--- src/rtl/common_pkg.sv ---
// rtl/common_pkg.sv - shared scalar types for the core datapath
package common;
    typedef logic [31:0] word_t;
    typedef logic [4:0]  creg_addr_t;
    typedef logic [11:0] csr_addr_t;
endpackage

--- src/rtl/pipeline_pkg.sv ---
// rtl/pipeline_pkg.sv - inter-stage pipeline records and decode constants
package pipeline;
    import common::*;

    localparam int DECODE_QUEUE_DEPTH = 4;

    localparam logic [6:0] OP_REG    = 7'b0110011;
    localparam logic [6:0] OP_IMM    = 7'b0010011;
    localparam logic [6:0] OP_LOAD   = 7'b0000011;
    localparam logic [6:0] OP_STORE  = 7'b0100011;
    localparam logic [6:0] OP_BRANCH = 7'b1100011;
    localparam logic [6:0] OP_JAL    = 7'b1101111;
    localparam logic [6:0] OP_LUI    = 7'b0110111;
    localparam logic [6:0] OP_SYSTEM = 7'b1110011;

    typedef struct packed {
        word_t pc;
        word_t raw_instr;
    } fetch_data_t;

    typedef struct packed {
        logic [3:0] alu_op;
        logic       alu_src_imm;
        logic       reg_write;
        logic       mem_read;
        logic       mem_write;
        logic       branch;
        logic       jump;
        logic       csr_en;
    } control_t;

    typedef struct packed {
        logic       valid;
        word_t      pc;
        control_t   ctl;
        word_t      imm;
        creg_addr_t rs1;
        creg_addr_t rs2;
        creg_addr_t dst;
        word_t      srca;
        word_t      srcb;
        csr_addr_t  csr_addr;
        word_t      csr_data;
    } decode_data_t;
endpackage

--- src/rtl/decode_fifo.sv ---
// rtl/decode_fifo.sv - circular instruction queue with wrap-bit pointers and flush
module decode_fifo
    import pipeline::*;
#(
    parameter int DEPTH = 4
) (
    input  logic                       clk,
    input  logic                       reset,
    input  logic                       flush,
    input  logic                       wr_en,
    input  fetch_data_t                wr_data,
    input  logic                       rd_en,
    output fetch_data_t                rd_data,
    output logic                       full,
    output logic                       empty,
    output logic [$clog2(DEPTH+1)-1:0] count
);
    localparam int AW = $clog2(DEPTH);

    fetch_data_t   mem [DEPTH];
    logic [AW:0]   wptr;
    logic [AW:0]   rptr;
    logic [AW:0]   used;

    assign empty   = (wptr == rptr);
    assign full    = (wptr[AW-1:0] == rptr[AW-1:0]) && (wptr[AW] != rptr[AW]);
    assign used    = wptr - rptr;
    assign count   = used;
    assign rd_data = mem[rptr[AW-1:0]];

    always_ff @(posedge clk) begin
        if (reset || flush) begin
            wptr <= '0;
            rptr <= '0;
        end else begin
            if (wr_en && !full)
                wptr <= wptr + 1'b1;
            if (rd_en && !empty)
                rptr <= rptr + 1'b1;
        end
    end

    always_ff @(posedge clk) begin
        if (wr_en && !full && !flush && !reset)
            mem[wptr[AW-1:0]] <= wr_data;
    end
endmodule

--- src/rtl/decoder.sv ---
// rtl/decoder.sv - combinational instruction decoder (control, immediate, register fields)
module decoder
    import common::*;
    import pipeline::*;
(
    input  word_t      instr,
    output control_t   ctl,
    output word_t      imm,
    output creg_addr_t rs1,
    output creg_addr_t rs2,
    output creg_addr_t dst
);
    always_comb begin
        ctl = '0;
        imm = '0;
        case (instr[6:0])
            OP_REG: begin
                ctl.alu_op    = {instr[30], instr[14:12]};
                ctl.reg_write = 1'b1;
            end
            OP_IMM: begin
                // bit 30 only distinguishes srai from srli among immediates
                ctl.alu_op      = {(instr[14:12] == 3'b101) & instr[30], instr[14:12]};
                ctl.alu_src_imm = 1'b1;
                ctl.reg_write   = 1'b1;
                imm             = {{20{instr[31]}}, instr[31:20]};
            end
            OP_LOAD: begin
                ctl.alu_src_imm = 1'b1;
                ctl.reg_write   = 1'b1;
                ctl.mem_read    = 1'b1;
                imm             = {{20{instr[31]}}, instr[31:20]};
            end
            OP_STORE: begin
                ctl.alu_src_imm = 1'b1;
                ctl.mem_write   = 1'b1;
                imm             = {{20{instr[31]}}, instr[31:25], instr[11:7]};
            end
            OP_BRANCH: begin
                ctl.branch = 1'b1;
                imm        = {{19{instr[31]}}, instr[31], instr[7], instr[30:25], instr[11:8], 1'b0};
            end
            OP_JAL: begin
                ctl.jump      = 1'b1;
                ctl.reg_write = 1'b1;
                imm           = {{11{instr[31]}}, instr[31], instr[19:12], instr[20], instr[30:21], 1'b0};
            end
            OP_LUI: begin
                ctl.alu_src_imm = 1'b1;
                ctl.reg_write   = 1'b1;
                imm             = {instr[31:12], 12'b0};
            end
            OP_SYSTEM: begin
                ctl.csr_en    = 1'b1;
                ctl.reg_write = 1'b1;
            end
            default: ;
        endcase
    end

    assign rs1 = instr[19:15];
    assign rs2 = instr[24:20];
    assign dst = ctl.reg_write ? instr[11:7] : '0;
endmodule

--- src/rtl/decode_queue.sv ---
// rtl/decode_queue.sv - buffered decode stage with load-use interlock; DECODE_BYPASS_EN enables empty-queue bypass
module decode_queue
    import common::*;
    import pipeline::*;
#(
    parameter int DEPTH = DECODE_QUEUE_DEPTH
) (
    input  logic                       clk,
    input  logic                       reset,
    input  logic                       in_valid,
    output logic                       in_ready,
    input  fetch_data_t                in_data,
    output logic                       out_valid,
    input  logic                       out_ready,
    output decode_data_t               out_data,
    input  logic                       flush,
    input  logic                       ex_load,
    input  creg_addr_t                 ex_dst,
    output creg_addr_t                 ra1,
    output creg_addr_t                 ra2,
    input  word_t                      rd1,
    input  word_t                      rd2,
    output csr_addr_t                  csr_addr,
    input  word_t                      csr_data,
    output logic [$clog2(DEPTH+1)-1:0] count
);
    fetch_data_t  head;
    fetch_data_t  cand;
    logic         fifo_full;
    logic         fifo_empty;
    logic         cand_valid;
    logic         hazard;
    logic         issue;
    logic         enq;
    logic         deq;
    word_t        cand_instr;
    control_t     dec_ctl;
    word_t        dec_imm;
    creg_addr_t   dec_rs1;
    creg_addr_t   dec_rs2;
    creg_addr_t   dec_dst;
    decode_data_t slot;

    assign in_ready = !fifo_full && !flush && !reset;

`ifdef DECODE_BYPASS_EN
    logic use_bypass;
    assign use_bypass = fifo_empty && in_valid && in_ready;
    assign cand_valid = !fifo_empty || use_bypass;
    assign cand       = fifo_empty ? in_data : head;
    // a bypassed instruction is written only when it could not issue directly
    assign enq        = in_valid && in_ready && !(use_bypass && issue);
`else
    assign cand_valid = !fifo_empty;
    assign cand       = head;
    assign enq        = in_valid && in_ready;
`endif

    assign deq = issue && !fifo_empty;

    decode_fifo #(.DEPTH(DEPTH)) u_fifo (
        .clk     (clk),
        .reset   (reset),
        .flush   (flush),
        .wr_en   (enq),
        .wr_data (in_data),
        .rd_en   (deq),
        .rd_data (head),
        .full    (fifo_full),
        .empty   (fifo_empty),
        .count   (count)
    );

    // zeroing the instruction with no candidate also zeroes the read ports
    assign cand_instr = cand_valid ? cand.raw_instr : '0;

    decoder u_dec (
        .instr (cand_instr),
        .ctl   (dec_ctl),
        .imm   (dec_imm),
        .rs1   (dec_rs1),
        .rs2   (dec_rs2),
        .dst   (dec_dst)
    );

    assign ra1      = dec_rs1;
    assign ra2      = dec_rs2;
    assign csr_addr = cand_instr[31:20];

    assign hazard = cand_valid && ex_load && (ex_dst != '0) &&
                    ((dec_rs1 == ex_dst) || (dec_rs2 == ex_dst));
    assign issue  = cand_valid && !hazard && (!out_valid || out_ready);

    always_ff @(posedge clk) begin
        if (reset || flush) begin
            slot <= '0;
        end else if (issue) begin
            slot <= '{valid:    1'b1,
                      pc:       cand.pc,
                      ctl:      dec_ctl,
                      imm:      dec_imm,
                      rs1:      dec_rs1,
                      rs2:      dec_rs2,
                      dst:      dec_dst,
                      srca:     rd1,
                      srcb:     rd2,
                      csr_addr: cand_instr[31:20],
                      csr_data: csr_data};
        end else if (out_ready) begin
            slot <= '0;
        end
    end

    assign out_valid = slot.valid;
    assign out_data  = slot;
endmodule

--- config.mk ---
export PLATFORM = sky130hd
export DESIGN_NAME = decode_queue
export DESIGN_NICKNAME = d
export VERILOG_FILES = /design/src/rtl/common_pkg.sv /design/src/rtl/pipeline_pkg.sv /design/src/rtl/decode_fifo.sv /design/src/rtl/decoder.sv /design/src/rtl/decode_queue.sv
export SDC_FILE = /design/constraint.sdc
export NUM_CORES = 1
export LEC_CHECK = 0
export BUFFER_PORTS_ARGS = -buffer_cell sky130_fd_sc_hd__buf_4
export CORE_MARGIN = 5
export CORE_UTILIZATION = 40
export DETAILED_ROUTE_END_ITERATION = 16
export HOLD_SLACK_MARGIN = 0.08
export PLACE_DENSITY = 0.64
export SETUP_SLACK_MARGIN = 0.4
export SYNTH_ARGS = -nofsm -noshare
export SYNTH_HDL_FRONTEND = slang
export SYNTH_SLANG_ARGS = --single-unit
export TNS_END_PERCENT = 50
--- constraint.sdc ---
create_clock -name clk -period 4.3 [get_ports clk]
set_input_delay 0.215 -clock clk [delete_from_list [all_inputs] [get_ports clk]]
set_output_delay 0.215 -clock clk [all_outputs]
set_load 0.005 [all_outputs]
==> impl_metrics.csv <==
group,metric,value,unit
timing,finalClockSkew,0.0147,ns
setup_path,ff2ff_path_depth,12,
synth,synth_cells,1319,
cts,clockBufferDepth,3,
setup_path,worst-setup-path-type,"reg -> reg",
place,hpwl,33200,um
setup_path,r2r_setup_slack,0.83,ns
cts,cts_root_buffer,"clkbuf_16",
die,die_h,221,um
die,ios,397,
place,numPortBuffers,396,
synth,synth_edf_count,256,
final_layout,finalNetCount,2025,
setup_path,cp.required,4.80,ns
drt,wl_per_cell,20.7,um
setup_path,crit_buf_inv,3,
grt,grt_pass1_wl,79200,um
timing,finalHoldViolations,0,
cts,cts_buffers,49,
setup_path,crit_chain,"inv_1 > ha_1 > and2_1 > nand2_1 > nand2_1 > inv_1 > xor2_1 > a2111o_1 > nand3_4 > buf_4 > nand3b_1 > a21oi_1",
worst_hold_path,min_from,"reset",
setup_path,crit_arrival,3.97,ns
synth,synth_common_cells,"edfxtp_1, dfxtp_1, a21oi_1",
die,floorplan.rows,77,
final_layout,fin_util,55.4,%
timing,worst_slew_pin_slew,1.01,ns
setup_path,critPathTopFamily,"simple AND/OR/NAND/NOR gates",
synth,synth-seq-area-share,65.9,%
setup_path,start_kind,"flop",
grt,grt_overflow,0,
power_and_ir_drop,ir_worst_vdd,0.310,mV
die,start_util,40.4,%
grt,track_usage,20.4,%
worst_hold_path,hold_end,"u_fifo.rptr[2]",
setup_path,crit_path_max_fanout,35,
synth,synth_fp_nets,1498,
synth,yosys_warnings,0,
flow_run,cap_violations,0,
timing,holdWs,0.146,ns
setup_path,worstSetupEndpointType,"flop",
run_status,status,"completed",
cts,clkTransAtPathRegs,0.06,ns
grt,antenna_found_initial,6,
timing,tns,0,ns
final_layout,area_growth,37.2,%
synth,yosys.cell_count.top_type,"edfxtp_1",
synth,avgSynthCellArea,13.5,um2
final_layout,multi_input_area,5380,um2
power_and_ir_drop,p_per_area,391,nW/um2
final_layout,drive_gt1_share,31.1,%
place,place_congestion,0.901,
cts,cts_num_sinks,458,
setup_path,crit_slowest_cell,"buf_4",
cts,htreeDepth,2,
timing,period_minus_slack,3.47,ns
timing,rsz0062_at_grt,"false",
final_layout,seqCellArea,11700,um2
die,core-area,44100,um2
drt,wl,51400,um
synth,async_flop_share,0,%
setup_path,rr_endpoint,"out_data[87]",
synth,yosys.area.top_type,"edfxtp_1",
die,die_x,221,um
drt,viasPerCell,5.17,
drt,drt-initial-drc-count,980,
setup_path,r2r_start,"u_fifo.wptr[0]",
power_and_ir_drop,p_leak,8.80,nW
grt,grt_pass1_vias,13140,
synth,yosys_register_bits,458,
timing,finalMaxSlewViolations,0,
cts,post_cts_buffers,0,
worst_hold_path,holdPathStages,5,
synth,synth_area_leaders,"edfxtp_1, dfxtp_1, mux4_2",
synth,syn_area,17800,um2
drt,drc_errors,0,
worst_hold_path,min_path_type,"in -> reg",
final_layout,n_fill_cell,3627,
synth,synth_top_area_share,43.2,%
timing,setup_viol,0,
grt,grt_max_degree,109,
drt,drt_pass1_iterations,12,
drt,ant_nets,0,
synth,synth_ff_type,"edfxtp_1",
cts,cts_tree,"done",
timing,fmax,288,MHz
cts,worstSkewPairLatency,0.59,ns
die,dieArea,48800,um2
timing,period_share,80.6,%
drt,num_vias,12845,
synth,synth_cell_types,52,
timing,relSlewSlack,32.8,%
setup_path,critPathMaxStageDelay,0.43,ns
==> power by group <==
part | internal (mW) | total [mW] | switching, mW
registers | 4.66 | 4.67 | 0.0176
clock network | 2.51 | 4.26 | 1.75
logic | 0.323 | 0.621 | 0.298
==> layout by cell type (no fill, tap or decap), types with 6 or more instances in the layout <==
cell / instances
nand2_1: 168
inv_1: 17
ha_1: 7
mux4_2: 63
buf_4: 417
nand3b_1: 156
o21ai_0: 9
xnor2_1: 9
dlygate4sd3_1: 161
nor2_1: 24
nand2_2: 10
clkbuf_1: 6
dfxtp_1: 200
and2_1: 12
a22o_1: 9
a21oi_1: 175
nand3_1: 7
o21ai_1: 6
clkinv_1: 10
edfxtp_1: 256
clkbuf_16: 50
o2bb2ai_1: 23
==> worst register-to-register path, delay by kind of cell, from the launching register on <==
family	cells	cell delay [ns]
AOI/OAI and AO/OA	2	0.58
xor gates and xnor gates	1	0.17
adders and majority gates	1	0.32
buffers and inverters	3	0.68
DFF	1	0.41
and+or+nand+nor	5	1.23
==> cells by family (layout without fill, tap and decap cells) <==
kind of cell	count (synthesis)	count (layout)	synth area share (%)
DFF	458	458	65.9
and+or+nand+nor	406	406	12.7
AOI/OAI and AO/OA	245	245	8.07
buffers and inverters	125	692	4.08
muxes	63	63	7.97
xor gates and xnor gates	14	14	0.689
adders and majority gates	8	8	0.604
other	0	5	0
==> area by class of cell <==
type | instances | share of cell area, %
repair buffers | 584 | 19.9
inverters | 17 | 0.261
well taps | 592 | 3.03
clock buffers | 60 | 5.44
diodes | 5 | 0.0512
clock inverters | 31 | 1.29
flip-flops and latches | 458 | 48.0
multi-input cells | 736 | 22.0
==> metal layers <==
metal	vias up	GRT usage (%)	share of wire [%]
met5	-	0	0.025
met4	2	7.56	3.3
met3	96	4.81	7.3
met2	517	33.9	48
met1	6298	26.1	41
li1	5932	-	-
==> what timing repair did <==
item,4_1_cts,5_1_grt
gates resized for setup,0,1
hold endpoints to repair,354,0
hold buffers,161,0
setup endpoints to repair,0,4
==> flip-flops by register name (all words and copies together), names as in the netlist, named ones only <==
name and count:
u_fifo.mem 256, out_data 193, u_fifo.wptr 3, out_valid 1
u_fifo.rptr 3
==> stage by stage <==
stage | setup slack, ns | power, mW | cell area, um2 | std cells
final | 0.833 | 9.56 | 24400 | 2483
after detailed placement | 0.802 | 5.27 | 21200 | 2226
after CTS | 0.780 | 9.66 | 24400 | 2478
after global routing | 0.580 | 9.90 | 24400 | 2483
after global placement | 0.919 | 5.26 | 21200 | 2226
after floorplan | 1.02 | 5.01 | 17800 | 1319
==> how the worst max path moves through the flow <==
| stage | startpoint | endpoint | slack, ns | depth (start not counted) |
|---|---|---|---|---|
| after CTS | u_fifo.wptr[0] | out_data[188] | 0.78 | 12 |
| final | u_fifo.wptr[0] | out_data[87] | 0.83 | 12 |
| after detailed placement | u_fifo.wptr[0] | out_data[188] | 0.80 | 12 |
| after global routing | u_fifo.wptr[0] | out_data[188] | 0.58 | 12 |
| after global placement | flop | out_data[100] | 0.92 | 8 |
| after floorplan | u_fifo.wptr[0] | u_fifo.mem[3][0] | 1.02 | 5 |
(Power assumes the default switching activity.)
